--- src/rtl/alu_seq.sv ---
// LC-3b operate-instruction sequencer: reads operands over one register-file
// port, drives the external ALU, writes the result back and updates N/Z/P.
module alu_seq (
  input  logic        clk,
  input  logic        reset_n,
  input  logic        instr_valid,
  output logic        instr_ready,
  input  logic [15:0] instr,
  output logic [2:0]  rf_raddr,
  input  logic [15:0] rf_rdata,
  output logic [15:0] alu_in1,
  output logic [15:0] alu_in2,
  output logic [2:0]  alu_op,
  output logic [3:0]  alu_shift,
  input  logic [15:0] alu_out,
  output logic        rf_we,
  output logic [2:0]  rf_waddr,
  output logic [15:0] rf_wdata,
  output logic        cc_n,
  output logic        cc_z,
  output logic        cc_p,
  output logic        done,
  output logic        illegal
);

  typedef enum logic [2:0] {IDLE, RD1, RD2, EXEC, WB, ERR} state_t;

  state_t      state_q;
  logic [2:0]  dr_q;
  logic [2:0]  sr2_q;
  logic [4:0]  imm5_q;
  logic        reg_mode_q;
  logic        shf_q;
  logic [15:0] a_q;
  logic [15:0] b_q;
  logic [15:0] res_q;
  logic [2:0]  op_q;
  logic [3:0]  shift_q;
  logic [2:0]  raddr_q;
  logic        we_q;
  logic        done_q;
  logic        illegal_q;
  logic [2:0]  cc_q;

  logic        dec_legal;
  logic        dec_shf;
  logic [2:0]  dec_op;
  logic [3:0]  dec_shift;
  logic        dec_reg_mode;

  always_comb begin
    dec_legal = 1'b0;
    dec_shf   = 1'b0;
    dec_op    = 3'd0;
    case (instr[15:12])
      4'b0001: begin dec_legal = 1'b1; dec_op = 3'd0; end
      4'b0101: begin dec_legal = 1'b1; dec_op = 3'd1; end
      4'b1001: begin dec_legal = 1'b1; dec_op = 3'd3; end
      4'b1101: begin
        dec_legal = 1'b1;
        dec_shf   = 1'b1;
        case (instr[5:4])
          2'b00:   dec_op = 3'd4;
          2'b01:   dec_op = 3'd5;
          2'b11:   dec_op = 3'd6;
          default: dec_op = 3'd7;
        endcase
      end
      default: dec_legal = 1'b0;
    endcase
    dec_shift    = dec_shf ? instr[3:0] : 4'd0;
    dec_reg_mode = dec_legal && !dec_shf && !instr[5];
  end

  always_ff @(posedge clk) begin
    if (!reset_n) begin
      state_q    <= IDLE;
      dr_q       <= 3'd0;
      sr2_q      <= 3'd0;
      imm5_q     <= 5'd0;
      reg_mode_q <= 1'b0;
      shf_q      <= 1'b0;
      a_q        <= 16'd0;
      b_q        <= 16'd0;
      res_q      <= 16'd0;
      op_q       <= 3'd0;
      shift_q    <= 4'd0;
      raddr_q    <= 3'd0;
      we_q       <= 1'b0;
      done_q     <= 1'b0;
      illegal_q  <= 1'b0;
      cc_q       <= 3'b010;
    end else begin
      we_q      <= 1'b0;
      done_q    <= 1'b0;
      illegal_q <= 1'b0;
      case (state_q)
        IDLE: if (instr_valid) begin
          if (dec_legal) begin
            dr_q       <= instr[11:9];
            sr2_q      <= instr[2:0];
            imm5_q     <= instr[4:0];
            reg_mode_q <= dec_reg_mode;
            shf_q      <= dec_shf;
            op_q       <= dec_op;
            shift_q    <= dec_shift;
            raddr_q    <= instr[8:6];
            state_q    <= RD1;
          end else begin
            illegal_q <= 1'b1;
            state_q   <= ERR;
          end
        end
        RD1: begin
          a_q <= rf_rdata;
          if (reg_mode_q) begin
            raddr_q <= sr2_q;
            state_q <= RD2;
          end else begin
            b_q     <= shf_q ? 16'd0 : {{11{imm5_q[4]}}, imm5_q};
            raddr_q <= 3'd0;
            state_q <= EXEC;
          end
        end
        RD2: begin
          b_q     <= rf_rdata;
          raddr_q <= 3'd0;
          state_q <= EXEC;
        end
        EXEC: begin
          res_q   <= alu_out;
          we_q    <= 1'b1;
          done_q  <= 1'b1;
          state_q <= WB;
        end
        // CC changes together with the register-file write landing
        WB: begin
          cc_q    <= {res_q[15], res_q == 16'd0, !res_q[15] && (res_q != 16'd0)};
          state_q <= IDLE;
        end
        ERR:     state_q <= IDLE;
        default: state_q <= IDLE;
      endcase
    end
  end

  assign instr_ready = (state_q == IDLE);
  assign rf_raddr    = raddr_q;
  assign alu_in1     = a_q;
  assign alu_in2     = b_q;
  assign alu_op      = op_q;
  assign alu_shift   = shift_q;
  assign rf_we       = we_q;
  assign rf_waddr    = dr_q;
  assign rf_wdata    = res_q;
  assign done        = done_q;
  assign illegal     = illegal_q;
  assign cc_n        = cc_q[2];
  assign cc_z        = cc_q[1];
  assign cc_p        = cc_q[0];

endmodule

--- config.mk ---
export PLATFORM = sky130hd
export DESIGN_NAME = alu_seq
export DESIGN_NICKNAME = d
export VERILOG_FILES = /design/src/rtl/alu_seq.sv
export SDC_FILE = /design/constraint.sdc
export NUM_CORES = 1
export LEC_CHECK = 0
export CORE_ASPECT_RATIO = 1.4
export CORE_MARGIN = 3
export CORE_UTILIZATION = 45
export CTS_CLUSTER_SIZE = 20
export DETAILED_ROUTE_END_ITERATION = 6
export PLACE_DENSITY = 0.81
export RECOVER_POWER = 100
export SLEW_MARGIN = 20
export SYNTH_ARGS = -nofsm -noshare
export SYNTH_HDL_FRONTEND = slang
export SYNTH_SLANG_ARGS = --single-unit
export TNS_END_PERCENT = 100
--- constraint.sdc ---
create_clock -name clk -period 2.6 [get_ports clk]
set_clock_uncertainty 0.1 [all_clocks]
set_input_delay 0.52 -clock clk [delete_from_list [all_inputs] [get_ports clk]]
set_output_delay 0.52 -clock clk [all_outputs]
set_load 0.03 [all_outputs]
=== Yosys cells after proc, flatten, opt, wreduce, memory -nomap -nowiden ===
Cells that the tools add are included.

* Equality and inequality tests: 13
* Muxes and demuxes: 18
* Reduce and logical (&&, ||, !) cells: 17

{| class="wikitable"
|+ Operators with widths
! cell !! count
|-
| $mux 16 || 2
|-
| $pmux 16 s2 || 1
|-
| $pmux 3 s3 || 2
|-
| $logic_not 16->1 || 1
|-
| $reduce_bool 16->1 || 1
|-
| $mux 3 || 5
|-
| $pmux 3 s4 || 1
|-
| $reduce_and 3->1 || 3
|-
| $eq 4x4->1 const B || 2
|-
| $eq 3x2->1 const B || 2
|-
| $pmux 2 s3 || 1
|-
| $mux 1 || 5
|-
| $eq 4x1->1 const B || 1
|-
| $eq 4x3->1 const B || 1
|-
| $mux 4 || 1
|-
| $ne 2x2->1 const B || 2
|-
| $reduce_or 4->1 || 1
|-
| $eq 3x1->1 const B || 1
|-
| $eq 3x3->1 const B || 1
|-
| $logic_and 1x1->1 || 3
|-
| $logic_not 1->1 || 3
|-
| $logic_not 3->1 || 1
|-
| $reduce_bool 3->1 || 1
|-
| $eq 2x1->1 const B || 1
|-
| other kinds (5) || 5
|}

* Register bits after elaboration: 79
* Output and inout bits: 68
* Word-level logic and storage cells: 63

=== Depth between registers and ports, before layout ===
Gate-level depths: netlist (run 1).

* Depth after elaboration: 6
* Mapped depth: 6

=== Worst setup path after synthesis (run 1) ===
No wires, ideal clock.

* Kind: reg-to-reg
* Start: register state_q[2]
* End: register op_q[1] (netlist: alu_op[1])
* Library setup time: 0.132 ns
* Arrival time: 1.395 ns
* Required time: 2.368 ns
* Slack: 0.973 ns
* Cell stages (with the launch flop): 6
* Clock period less this slack: 1.627 ns
* Path through: dfxtp_1 > buf_6 > nor3_4 > nand2_2 > buf_6 > mux2i_1

* Word-level cells in the longest chain between the ends: 2

{| class="wikitable"
|+ RTL lines
! item !! RTL line !! source
|-
| start: declaration || 28 || <nowiki>state_t state_q;</nowiki>
|-
| start signal: assignment || 77 || <nowiki>state_q <= IDLE;</nowiki>
|-
| start signal: assignment || 108 || <nowiki>state_q <= RD1;</nowiki>
|-
| start signal: assignment || 111 || <nowiki>state_q <= ERR;</nowiki>
|-
| $logic_not 3->1 || - ||
|-
| net instr_ready || 7 || <nowiki>output logic instr_ready,</nowiki>
|-
| $reduce_and 3->1 (no source line) || - ||
|-
| end signal: assignment || 105 || <nowiki>op_q <= dec_op;</nowiki>
|-
| end: declaration || 37 || <nowiki>logic [2:0] op_q;</nowiki>
|}

The timed path passes the listed nets, and every way through them passes these cells.
A chain may end at the register's enable or synchronous reset.

=== Final worst setup path (run 1) ===
* Start: register state_q[1]
* End: output instr_ready

* Word-level cells in the longest chain between the ends: 1

{| class="wikitable"
|+ RTL lines
! item !! RTL line !! source
|-
| $logic_not 3->1 || 147 || <nowiki>assign instr_ready = (state_q == IDLE);</nowiki>
|-
| end: declaration || 7 ||
|}

No other way between the ends.

==> results by stage, run 1 <==
Setup path:
- The slowest stage cell on the critical path is sky130_fd_sc_hd__dlygate4sd3_1.
- STA puts the critical path data arrival time at between 1.5 and 2 ns.
- In this run the register-to-register setup slack is around 0.42 ns.
- The signal on the critical path passes through nor3_4 > dlygate4sd3_1.
- The data required time of the worst path is just under 2 ns.
- The end of the worst register-to-register path is rf_wdata[8].
- The classification of the worst setup path is reg2out.
- The depth of the worst register-to-register path is 4.
- The launch point of the worst reg-to-reg path is state_q[1].
- The worst-path maximum fanout is 6.
- The delay contributed by the slowest stage of the critical path is ~0.79 ns.
- The number of buffers and inverters on the critical path is 1.
- Among cell families on the critical path, the largest total delay comes from buffers and inverters.
- The nature of the critical path endpoint is an output pin.
- The critical path startpoint category is a flop.

Final layout:
- The storage element area is 1501 sq um.
- The number of antenna repair diodes is 0.
- Summing all multi-input logic gate instances after layout gives 1505 sq um.
- The total number of nets in the final design is ~520.
- The synthesis-to-finish area growth is 41.69%.
- Of the cells placed in the final design, the portion with a size suffix greater than 1 is around 8.4%.
- Once layout is complete, the utilization of the core stands at 65.97%.
- The number of fill cells in the layout is a little over 600.
- The total non-filler cell area in the finished layout is between 4000 and 5000 sq um.

STA:
- The number of failing hold endpoints at the final stage came to 0.
- The share of the cycle needed by the critical path after routing is between 90 and 100%.
- The worst slew slack as a fraction of its limit is a little under three fifths.
- The total negative slack is 0 ns.
- The number of pins exceeding their max-slew limit in the final report is 0.
- Setup repair after global routing left no endpoint under its margin.
- For the finished layout, the period the worst path requires is 2.373 ns.
- The worst path meets setup with between 0.2 and 0.25 ns of slack.
- Timing would allow up to ~420 MHz.
- For the pin with the worst max-slew slack, the measured transition is around 0.67 ns.
- The total setup violations reported at the end of the flow is 0.

Global route:
- Entering global routing, the biggest net connects 39 pins.
- The initial antenna violation count was 0.
- Global routing used a little over a fifth of the available tracks.
- The number of global-route vias before repair was roughly 2800.
- The global-route wire length before repair is ~14 mm.
- The remaining global-route overflow is 0.

Pwr:
- The combinational share of power is between 30% and 40%.
- Summed over all nets, the switching power comes to between 1 and 1.5 mW.
- Of the total power, registers draw between 30% and 40%.
- For this design the static power due to leakage is about 1.9 nW.
- The worst-case IR drop observed on VDD is 0.6704 mV.
- The internal power is ~2.5 mW.
- The clock network burns about 28% of the power.
- The proportion of total power due to net switching is 35.06%.
- The power density of the placed cells is around 840 nW/um^2.

Synthesis:
- The cell area that synthesis handed to floorplanning was between 3000 and 4000 sq um.
- The number of warnings reported in the yosys synthesis log is 0.
- The synthesized netlist net count is about 420.
- The number of distinct library cells after synthesis is 44.
- The gate count after technology mapping is ~360.
- The average footprint of a synthesized cell is between 8 and 9 sq um.
- The number of flip-flops and latches in the synthesized netlist is 75.
- The async set-reset flop share out of synthesis is 0%.
- Of the synthesized area, sequential elements account for between 40% and 50%.
- The commonest register cell after synthesis is sky130_fd_sc_hd__dfxtp_1.
- The number of synthesized flops with an enable pin is 0.

Clock tree:
- TritonCTS built the clock tree.
- The count of buffers added by post-CTS timing repair for setup is 0.
- The number of buffers created by CTS is 9.
- The total of cells resized after clock tree synthesis is 0.
- The clock-pin slew on the worst setup and hold paths is roughly 0.070 ns.
- The H-tree generated during clock tree synthesis spans 3 levels.
- Counting along the longest clock path gives a buffer depth of 2.
- The number of buffers inserted by hold repair at cts is 0.
- The clock tree root buffer cell is sky130_fd_sc_hd__clkbuf_8.
- For the worst-skew pair, the clock arrives at the later sink with an insertion delay of ~0.34 ns.
- The tree built by TritonCTS fans out to 75 sinks.

Die:
- The core region is approximately 7000 sq um.
- The number of core rows is 36.
- For this configuration, the core starts out at a cell density of between 40 and 50%.
- The die is just under 80 um wide.
- The vertical die dimension is ~110 um.
- In this run the count of I/O pins placed on the die edge is 119.
- The floorplan step defined a die boundary enclosing a little over 8000 sq um.

Drt:
- In the final routed layout, each cell accounts on average for around 15 um.
- For this block, the via count after detailed routing is between 2000 and 3000.
- For this run, the detailed router's first-pass iteration total came to 4.
- The violation count after the first detailed-routing iteration is 137.
- After detailed routing, the number of vias per cell comes to approximately 5.2.
- The final antenna-violating net count is 0.
- In the routed design, unresolved DRC markers number 0.
- The total wire length after detailed routing is about 8.6 mm.

Worst hold path:
- The path with the worst hold slack has its endpoint at alu_in1[2].
- The type of the tightest min-delay check is reg2reg.
- The count of cells along the worst hold path is 2.
- In this run the most critical hold path is launched from alu_in1[2].

Place:
- Port buffering added about 120 buffers.
- The worst slack at placement is 0.5068 ns.
- The HPWL after detailed placement is ~6.4 mm.
- The congestion estimate from routability-driven global placement came to 0.8187.
- Summing all placed instances gives a cell area of 4420 sq um.

Status:
- The run finished with clean final reports.

Job:
- Across the run, the number of max-cap violations was 0.
## worst max path at each step
stage          cells after the start      endpoint  slack (ns)   startpoint
2_1_floorplan                      5     alu_op[1]        0.97   state_q[2]
6_report                           2   instr_ready        0.23   state_q[1]
5_1_grt                            2   instr_ready        0.15   state_q[1]
3_3_place_gp                       4   rf_waddr[0]        0.54  instr_valid
4_1_cts                            2   instr_ready        0.26   state_q[1]
3_5_place_dp                       4  alu_shift[1]        0.51  instr_valid
## power groups by stage
stage               Sequential [mW]  Combinational, mW  Clock, mW
floorplan                      1.71              0.695          0
global placement               1.45               1.43          0
detailed placement             1.45               1.45          0
CTS                            1.43               1.46       1.09
global route                   1.44               1.48       1.15
finish                         1.42               1.37       1.07
## kinds of logic (layout without fill, tap and decap cells)
family | Yosys count | in the layout | share of synthesized area [%]
adders and majority gates | 2 | 2 | 0.7697
AOI/OAI and AO/OA | 66 | 66 | 14.32
DFF | 75 | 75 | 46.19
and+or+nand+nor | 169 | 169 | 27.25
xor gates and xnor gates | 1 | 1 | 0.2695
buffers and inverters | 34 | 144 | 5.966
muxes | 17 | 17 | 5.235
## layer usage
metal,vias to the layer above,track usage (%),wire length [um]
met5,-,0,0
met4,0,9.160,220
met3,17,4.831,359
met2,99,36.09,4580
met1,1396,24.20,3404
li1,1471,-,-
## layout make-up
| class | instances | share of cell area (%) |
|---|---|---|
| clock buffers | 11 | 3.070 |
| flip-flops and latches | 75 | 32.60 |
| well taps | 95 | 2.581 |
| inverters | 3 | 0.2445 |
| multi-input cells | 255 | 32.68 |
| repair buffers | 125 | 26.65 |
| clock inverters | 5 | 2.173 |
## sequential cells by signal (all words and copies together) (netlist names), 4 cells and up
register   cells
rf_wdata      16
alu_in2       16
alu_shift      4
alu_in1       16
## synth_stat cells, types with 4 or more instances
cell type	instances	share of area (%)
sky130_fd_sc_hd__a21oi_1	37	5.7
sky130_fd_sc_hd__a311oi_1	4	1.1
sky130_fd_sc_hd__a31oi_2	10	3.8
sky130_fd_sc_hd__buf_2	8	1.2
sky130_fd_sc_hd__buf_6	6	2.1
sky130_fd_sc_hd__clkbuf_1	14	1.6
sky130_fd_sc_hd__dfxtp_1	75	46
sky130_fd_sc_hd__mux2i_1	17	5.2
sky130_fd_sc_hd__nand2_1	107	12
sky130_fd_sc_hd__nand3_1	8	1.2
sky130_fd_sc_hd__nand3_2	10	3.1
sky130_fd_sc_hd__nand3b_1	4	0.92
sky130_fd_sc_hd__nor2_1	4	0.46
sky130_fd_sc_hd__nor3_1	6	0.92
sky130_fd_sc_hd__nor4_1	5	0.96
sky130_fd_sc_hd__or3_1	4	0.77
sky130_fd_sc_hd__or3b_1	4	1.1
## worst register-to-register path: cells and delay by family (launching register included)
family                 cells  cell delay [ns]
AOI/OAI and AO/OA          1             0.18
buffers and inverters      1             0.53
and+or+nand+nor            2             0.80
DFF                        1             0.51
## metrics by stage
step | hold WS [ns] | cells | power (mW)
after global placement | 0.3435 | 553 | 2.871
final | 0.3521 | 569 | 3.862
after global routing | 0.3736 | 569 | 4.068
after detailed placement | 0.3472 | 553 | 2.905
after floorplan | 0.3382 | 364 | 2.402
after CTS | 0.3573 | 569 | 3.981
## cells in the final DEF (no fill, tap or decap), types with 2 or more instances in the layout
cell type / n
sky130_fd_sc_hd__nor3_1: 6
sky130_fd_sc_hd__inv_1: 2
sky130_fd_sc_hd__a31oi_2: 9
sky130_fd_sc_hd__bufinv_16: 3
sky130_fd_sc_hd__or3_1: 4
sky130_fd_sc_hd__a311oi_1: 4
sky130_fd_sc_hd__clkdlybuf4s50_1: 49
sky130_fd_sc_hd__nand3b_1: 5
sky130_fd_sc_hd__nand3_2: 2
sky130_fd_sc_hd__clkbuf_1: 2
sky130_fd_sc_hd__buf_4: 5
sky130_fd_sc_hd__nand2b_1: 3
sky130_fd_sc_hd__clkinv_2: 2
sky130_fd_sc_hd__or3b_1: 4
sky130_fd_sc_hd__nand2_1: 107
sky130_fd_sc_hd__nor4_1: 5
sky130_fd_sc_hd__nand3_1: 16
sky130_fd_sc_hd__a21oi_1: 37
sky130_fd_sc_hd__nor2_1: 4
sky130_fd_sc_hd__dlygate4sd3_1: 69
sky130_fd_sc_hd__dfxtp_1: 75
sky130_fd_sc_hd__and3b_1: 2
sky130_fd_sc_hd__ha_1: 2
sky130_fd_sc_hd__a32oi_1: 2
sky130_fd_sc_hd__clkbuf_8: 10
sky130_fd_sc_hd__a31oi_1: 4
sky130_fd_sc_hd__o221ai_1: 3
sky130_fd_sc_hd__mux2i_1: 17
sky130_fd_sc_hd__o211ai_1: 2
(Power assumes the default switching activity.)
==> inputs of run 2 (changes only) <==
--- a/config.mk
+++ b/config.mk
@@ -10,6 +10,7 @@
 export CORE_UTILIZATION = 45
 export CTS_CLUSTER_SIZE = 20
 export DETAILED_ROUTE_END_ITERATION = 6
+export HOLD_SLACK_MARGIN = 0.05
 export PLACE_DENSITY = 0.81
 export RECOVER_POWER = 100
 export SLEW_MARGIN = 20
==> results of run 2 <==
Same layout as run 1: the final DEF is identical, and so are final timing and power.
